$ cat src/rtl/sr_latch_driver.sv
// Drives the s/r inputs of a NOR SR latch with one clean fixed-width pulse per request,
// then waits a gap and confirms the result by reading back q.
module sr_latch_driver #(
  parameter int unsigned PULSE_W  = 4,
  parameter int unsigned GAP_W    = 2,
  parameter int unsigned CHECK_TO = 8
) (
  input  logic clk,
  input  logic rst,
  input  logic req_valid,
  input  logic req_level,
  output logic req_ready,
  output logic s,
  output logic r,
  input  logic q_fb,
  output logic busy,
  output logic done,
  output logic err,
  output logic level
);

  localparam logic [7:0] PulseLd = 8'(PULSE_W - 1);
  localparam logic [7:0] GapLd   = 8'(GAP_W - 1);
  localparam logic [7:0] CheckLd = 8'(CHECK_TO - 1);

  typedef enum logic [2:0] {
    StInitPulse,
    StInitGap,
    StIdle,
    StPulse,
    StGap,
    StCheck
  } state_e;

  state_e     state_q, state_d;
  logic [7:0] cnt_q, cnt_d;
  logic       arm_q, arm_d;
  logic [1:0] sync_q;
  logic       q_sync;
  logic       s_d, r_d, ready_d, busy_d, done_d, err_d, level_d;

  assign q_sync = sync_q[1];

  always_comb begin
    state_d = state_q;
    cnt_d   = cnt_q;
    arm_d   = arm_q;
    level_d = level;
    err_d   = err;
    done_d  = 1'b0;
    unique case (state_q)
      StInitPulse: begin
        // The first edge out of reset only loads the counter; r rises on that same edge.
        if (arm_q) begin
          arm_d = 1'b0;
          cnt_d = PulseLd;
        end else if (cnt_q == 8'd0) begin
          state_d = StInitGap;
          cnt_d   = GapLd;
        end else begin
          cnt_d = cnt_q - 8'd1;
        end
      end
      StInitGap: begin
        if (cnt_q == 8'd0) begin
          state_d = StIdle;
          done_d  = 1'b1;
          err_d   = 1'b0;
          level_d = 1'b0;
        end else begin
          cnt_d = cnt_q - 8'd1;
        end
      end
      StIdle: begin
        if (req_valid && req_ready) begin
          state_d = StPulse;
          cnt_d   = PulseLd;
          level_d = req_level;
          err_d   = 1'b0;
        end
      end
      StPulse: begin
        if (cnt_q == 8'd0) begin
          state_d = StGap;
          cnt_d   = GapLd;
        end else begin
          cnt_d = cnt_q - 8'd1;
        end
      end
      StGap: begin
        if (cnt_q == 8'd0) begin
          state_d = StCheck;
          cnt_d   = CheckLd;
        end else begin
          cnt_d = cnt_q - 8'd1;
        end
      end
      StCheck: begin
        if (q_sync == level) begin
          state_d = StIdle;
          done_d  = 1'b1;
        end else if (cnt_q == 8'd0) begin
          state_d = StIdle;
          done_d  = 1'b1;
          err_d   = 1'b1;
        end else begin
          cnt_d = cnt_q - 8'd1;
        end
      end
      default: begin
        state_d = StInitPulse;
        cnt_d   = 8'd0;
        arm_d   = 1'b1;
      end
    endcase

    // Outputs are decoded from the next state so the registered pins line up with the state.
    s_d     = (state_d == StPulse) && level_d;
    r_d     = ((state_d == StPulse) && !level_d) || ((state_d == StInitPulse) && !arm_d);
    ready_d = (state_d == StIdle);
    busy_d  = (state_d != StIdle);
  end

  always_ff @(posedge clk or posedge rst) begin
    if (rst) begin
      state_q   <= StInitPulse;
      cnt_q     <= 8'd0;
      arm_q     <= 1'b1;
      sync_q    <= 2'b00;
      s         <= 1'b0;
      r         <= 1'b0;
      req_ready <= 1'b0;
      busy      <= 1'b1;
      done      <= 1'b0;
      err       <= 1'b0;
      level     <= 1'b0;
    end else begin
      state_q   <= state_d;
      cnt_q     <= cnt_d;
      arm_q     <= arm_d;
      sync_q    <= {sync_q[0], q_fb};
      s         <= s_d;
      r         <= r_d;
      req_ready <= ready_d;
      busy      <= busy_d;
      done      <= done_d;
      err       <= err_d;
      level     <= level_d;
    end
  end

endmodule

$ cat config.mk
export PLATFORM = sky130hd
export DESIGN_NAME = sr_latch_driver
export DESIGN_NICKNAME = d
export VERILOG_FILES = /design/src/rtl/sr_latch_driver.sv
export SDC_FILE = /design/constraint.sdc
export NUM_CORES = 1
export LEC_CHECK = 0
export ABC_AREA = 1
export CAP_MARGIN = 15
export CORE_MARGIN = 2
export CORE_UTILIZATION = 55
export DETAILED_ROUTE_END_ITERATION = 7
export PLACE_DENSITY = 0.77
export SYNTH_ARGS = -nofsm -noshare
export SYNTH_HDL_FRONTEND = slang
export SYNTH_SLANG_ARGS = --single-unit
$ cat constraint.sdc
create_clock -name clk -period 2.1 [get_ports clk]
set_input_delay 0.42 -clock clk [delete_from_list [all_inputs] [get_ports clk]]
set_output_delay 0.42 -clock clk [all_outputs]
set_load 0.01 [all_outputs]
==> metrics.md, run 1 <==
| Metric | Value |
|---|---|
| Setup TNS | `0 ps` |
| Cell area after synthesis | `0.001235 mm²` |
| Critical path type | `register to output port` |
| Top cells by area, synth | `dfrtp_1, nand2_1, inv_1` |
| Clk root buf | `clkbuf_4` |
| Final ANT Viol Nets | `0` |
| Worst-case clock skew | `10.34 ps` |
| CP bufs+invs | `1` |
| CTS sink cnt | `21` |
| Hold Slack | `369.2 ps` |
| Finished Layout Cells | `219` |
| Starting DRT DRC Count | `30` |
| PortBufs | `11` |
| Flops & latches, synth | `21` |
| Hold Path Sink | `sync_q[1]` |
| Post-cts resize count | `0` |
| Chip height | `51.39 µm` |
| Final setup violation count | `0` |
| Max stage delay cell, worst path | `dfstp_2` |
| Status | `finished, final reports clean` |
| Final Core Density | `64.36%` |
| Total of max-cap violations | `0` |
| Worst slack at placement | `between 300 and 400 ps` |
| Hold Violations, Final | `0` |
| WHS Path Cells | `0` |
| Post-route minimum period | `between 1500 and 2000 ps` |
| Beginning of the worst hold path | `sync_q[0]` |
| Achievable Freq | `between 0.5 and 0.6 GHz` |
| VDD IR max | `just over 0.3 mV` |
| TritonRoute pass-1 iters | `4` |
| Placed instance count | `215` |
| Initial antenna violation count | `0` |
| RSZ-0062 raised after global routing | `false` |
| Area growth syn-to-layout | `13.07%` |
| CP cell instances | `clkdlybuf4s50_1` |
| Mapped Avg Cell Area | `6.977 µm²` |
| Critical path's top delay family | `flip-flops` |
| DR DRC count | `0` |
| Maximum fanout along the worst path | `1` |
| Final period util | `85.25%` |
| Die area | `0.002640 mm²` |
| Pwr Density | `around 450 mW/mm²` |
| Slew headroom | `78.71%` |
| Post-synth top area share | `about two fifths` |
| Largest register by flop count | `cnt_q` |
| CTS tree | `yes` |
| CP Depth | `1` |
| Max FFs per register | `8` |
| Commonest non-fill, non-tap cells in the layout | `nand2_1, inv_1, nor2_1` |
| Die Wd | `51.39 µm` |
| DP Area | `0.001369 mm²` |
| Clk_lat worst skew | `310 ps` |
| Longest Clk Path Bufs | `2` |
| Rows | `17` |
| Worst r2r dst | `cnt_q[5]` |
| Overflow after GRT | `0` |
| Biggest regs | `cnt_q: 8 flops, state_q: 3 flops, sync_q: 2 flops` |
| Total wire length | `roughly 2500 µm` |
| Core box area | `roughly 0.0022 mm²` |
| Setup bufs post-CTS | `0` |
| Synth area leader | `dfrtp_1` |
| Hpwl dp | `1978 µm` |
| Via count | `between 1000 and 1500` |
| Initial cell density of the core | `56.92%` |
| Reg2Reg Depth | `10` |
| Global-route wire length before repair | `4312 µm` |
| Post-CTS Hold Fix Bufs | `0` |
| Share of cells above drive strength 1 | `a little over a tenth` |
| GRT Total Usage | `between 20% and 30%` |
| Drt wl/cell | `11.42 µm` |
| Synth unique cells | `20` |
| CP Data Arrival Time | `1370 ps` |
| Gate Count Post-Synth | `177` |
| Register area share after synthesis | `42.76%` |
| Post-route cell area | `approximately 0.0014 mm²` |
| CP startpoint kind | `register` |
| Worst R2R Start | `cnt_q[0]` |
| Hold Crit Class | `register to register` |
| Leakage | `around 0.8 nW` |
| Minimum setup slack in the final design | `309.7 ps` |
| # diodes | `0` |
| Largest net degree at the start of global routing | `22` |
| H-tree depth | `1` |
| CTS Buf Count | `3` |
| Max incr delay on CP | `about 540 ps` |
| Via density | `5.242` |
| Syn_nets | `183` |
| Worst R2R Setup Slack | `between 300 and 400 ps` |
| CP Capture Type | `output port` |
| WP data required | `approximately 1700 ps` |
| Most common cell after layout, fill and taps aside | `nand2_1` |
| Clk slew on worst S/H paths | `120 ps` |
| GPL Wtd Cong | `just under 1` |
| Synth warn | `0` |
| Nets | `198` |
| Ports | `12` |
| Total Power | `between 0.6 and 0.7 mW` |
| Final max-slew violation count | `0` |
| Worst Max-Slew Pin Slew | `about 320 ps` |
| Vias in the first global route | `1022` |
==> layout make-up <==
class,instances,area (µm²)
Fill cell,213,773.2
Multi-Input combinational cell,122,568.0
Sequential cell,21,528.0
Inverter,32,120.1
Timing Repair Buffer,12,117.6
Tap cell,28,35.03
Clock buffer,3,22.52
Clock inverter,1,5.005
==> synthesized netlist by cell type <==
cell / instances
inv_1: 26
xor2_1: 1
inv_2: 5
a21oi_1: 5
clkinv_1: 1
nand2_1: 47
dfrtp_1: 19
nor2_4: 2
nand2_2: 3
nand4_1: 4
nand3_1: 17
o21ai_1: 7
nor2_1: 20
dfstp_2: 2
o21ai_0: 11
ha_1: 1
nand3_2: 1
buf_4: 1
buf_6: 1
nor2_2: 3
==> power breakdown <==
group          switching, mW  internal (mW)  total, mW  leakage (nW)
logic                 0.0104        0.00843     0.0188         0.515
clock network          0.127         0.0712      0.199        0.0177
registers           0.000777          0.406      0.407         0.269
==> worst max path at each step <==
stage	start	endpoint	slack, ps
6_report	busy	busy	310
3_3_place_gp	req_valid	cnt_q[5]	380
4_1_cts	busy	busy	300
2_1_floorplan	cnt_q[0]	cnt_q[3]	600
5_1_grt	cnt_q[0]	cnt_q[5]	190
3_5_place_dp	req_valid	cnt_q[3]	340
==> layer usage <==
layer	track usage (%)	vias to the layer above	routed length (µm)
li1	-	582	-
met1	27.05	538	1085
met2	38.03	23	1281
met3	4.386	5	96
met4	7.018	0	37
met5	0	-	0
==> logic make-up (layout without fill, tap and decap cells) <==
family	count (synthesis)	after routing	share of synthesized area, %
compound gates	23	23	9.320
buf+inv	34	48	11.25
fa+ha+maj	1	1	1.013
xor+xnor	1	1	0.7093
flops	21	21	42.76
simple gates	97	97	34.95
Note: power is estimated with default switching activity, not from simulation.
==> run 2: changes to the inputs <==
--- a/constraint.sdc
+++ b/constraint.sdc
@@ -3,2 +3,2 @@
 set_output_delay 0.42 -clock clk [all_outputs]
-set_load 0.01 [all_outputs]
+set_load 0.05 [all_outputs]
==> metrics.md, run 2 (synthesized netlist as in run 1, its figures left out) <==
| Metric | Value |
|---|---|
| CTS tree | `yes` |
| GRT Total Usage | `22.08%` |
| Biggest regs | `cnt_q: 8 flops, state_q: 3 flops, sync_q: 2 flops` |
| Post-cts resize count | `0` |
| Ports | `12` |
| Most common cell after layout, fill and taps aside | `nand2_1` |
| Setup TNS | `0 ps` |
| Filler cell count | `a little over 200` |
| Worst Max-Slew Pin Slew | `492.3 ps` |
| Longest Clk Path Bufs | `2` |
| Die Wd | `51.39 µm` |
| Via density | `5.196` |
| Drt wl/cell | `11.44 µm` |
| Total Power | `~0.62 mW` |
| TritonRoute pass-1 iters | `5` |
| Leakage | `0.7988 nW` |
| Hold Violations, Final | `0` |
| Vias in the first global route | `1093` |
| Hpwl dp | `1970 µm` |
| Max FFs per register | `8` |
| Final Core Density | `64.30%` |
| PortBufs | `11` |
| WP data required | `1680 ps` |
| Clk root buf | `clkbuf_4` |
| Status | `finished, final reports clean` |
| Clk slew on worst S/H paths | `110 ps` |
| Final setup violation count | `0` |
| Initial cell density of the core | `56.92%` |
| Max stage delay cell, worst path | `clkdlybuf4s50_1` |
| Clk_lat worst skew | `roughly 310 ps` |
| Initial antenna violation count | `0` |
| Worst slack at placement | `349.9 ps` |
| Worst-case clock skew | `between 1.5 and 2 ps` |
| CP Data Arrival Time | `1640 ps` |
| Rows | `17` |
| Final period util | `97.97%` |
| Post-CTS Hold Fix Bufs | `0` |
| Minimum setup slack in the final design | `42.55 ps` |
| Maximum fanout along the worst path | `1` |
| CTS Buf Count | `3` |
| GPL Wtd Cong | `around 0.86` |
| CP startpoint kind | `register` |
| Setup bufs post-CTS | `0` |
| Final ANT Viol Nets | `0` |
| Max incr delay on CP | `790 ps` |
| Starting DRT DRC Count | `33` |
| VDD IR max | `between 0.3 and 0.4 mV` |
| Nets | `198` |
| Overflow after GRT | `0` |
| Die area | `0.002640 mm²` |
| Final max-slew violation count | `0` |
| RSZ-0062 raised after global routing | `false` |
| Post-route cell area | `0.001395 mm²` |
| CP Capture Type | `output port` |
| Global-route wire length before repair | `4326 µm` |
| H-tree depth | `1` |
| DP Area | `0.001369 mm²` |
| Share of cells above drive strength 1 | `between 10% and 20%` |
| Total wire length | `about 2500 µm` |
| DR DRC count | `0` |
| Achievable Freq | `0.4860 GHz` |
| Slew headroom | `67.08%` |
| # diodes | `0` |
| CP bufs+invs | `1` |
| Largest register by flop count | `cnt_q` |
| Area growth syn-to-layout | `12.97%` |
| Critical path's top delay family | `buffers and inverters` |
| CTS sink cnt | `21` |
| Critical path type | `register to output port` |
| Largest net degree at the start of global routing | `22` |
| Total of max-cap violations | `0` |
| Via count | `1138` |
| Commonest non-fill, non-tap cells in the layout | `nand2_1, inv_1, nor2_1` |
| Post-route minimum period | `just over 2000 ps` |
| Hold Crit Class | `register to register` |
| Pwr Density | `approximately 440 mW/mm²` |
| CP cell instances | `clkdlybuf4s50_1` |
| Chip height | `51.39 µm` |
| Core box area | `roughly 0.0022 mm²` |
run 2: per-layer routing:
layer / wire length, µm / GRT usage, %
met4: 49 / 12.72
met5: 0 / 0
met2: 1292 / 39.74
met1: 1079 / 24.44
met3: 84 / 3.216
run 2: path summary, 6_finish.rpt:
| kind | startpoint | end | slack, ps | depth (start not counted) |
|---|---|---|---|---|
| max | busy | busy | 40 | 1 |
| min | sync_q[0] | sync_q[1] | 370 | 0 |
| max reg2reg | cnt_q[0] | cnt_q[3] | 330 | 11 |
| min reg2reg | sync_q[0] | sync_q[1] | 370 | 0 |
| max in group asynchronous | rst | arm_q | 1410 | 3 |
| min in group asynchronous | rst | sync_q[0] | 420 | 3 |
run 2: worst reg2reg max path: cells and delay by family, from the launching register on:
family	cells	cell delay (ps)
and+or+nand+nor	7	770
DFF	1	370
buffers and inverters	2	180
adders and majority gates	1	240
AOI/OAI and AO/OA	1	120
run 2: power by group:
part | internal (mW) | total (mW) | switching, mW
Combinational | 0.00844 | 0.0186 | 0.0102
Clock | 0.0743 | 0.194 | 0.120
Sequential | 0.406 | 0.407 | 0.000815
Total | 0.489 | 0.620 | 0.131
run 2: cell type report:
type	instances	area (µm²)	share of cell area [%]
Tap cell	28	35.03	2.511
Multi-Input combinational cell	122	568.0	40.72
Sequential cell	21	528.0	37.85
Clock buffer	4	26.28	1.883
Timing Repair Buffer	12	117.6	8.430
Inverter	32	120.1	8.610
run 2: through the flow:
stage,hold slack (ps),cells
after floorplan,331.2,177
after global placement,335.4,215
after detailed placement,347.0,215
after CTS,373.0,219
after global routing,390.2,219
final,372.6,219
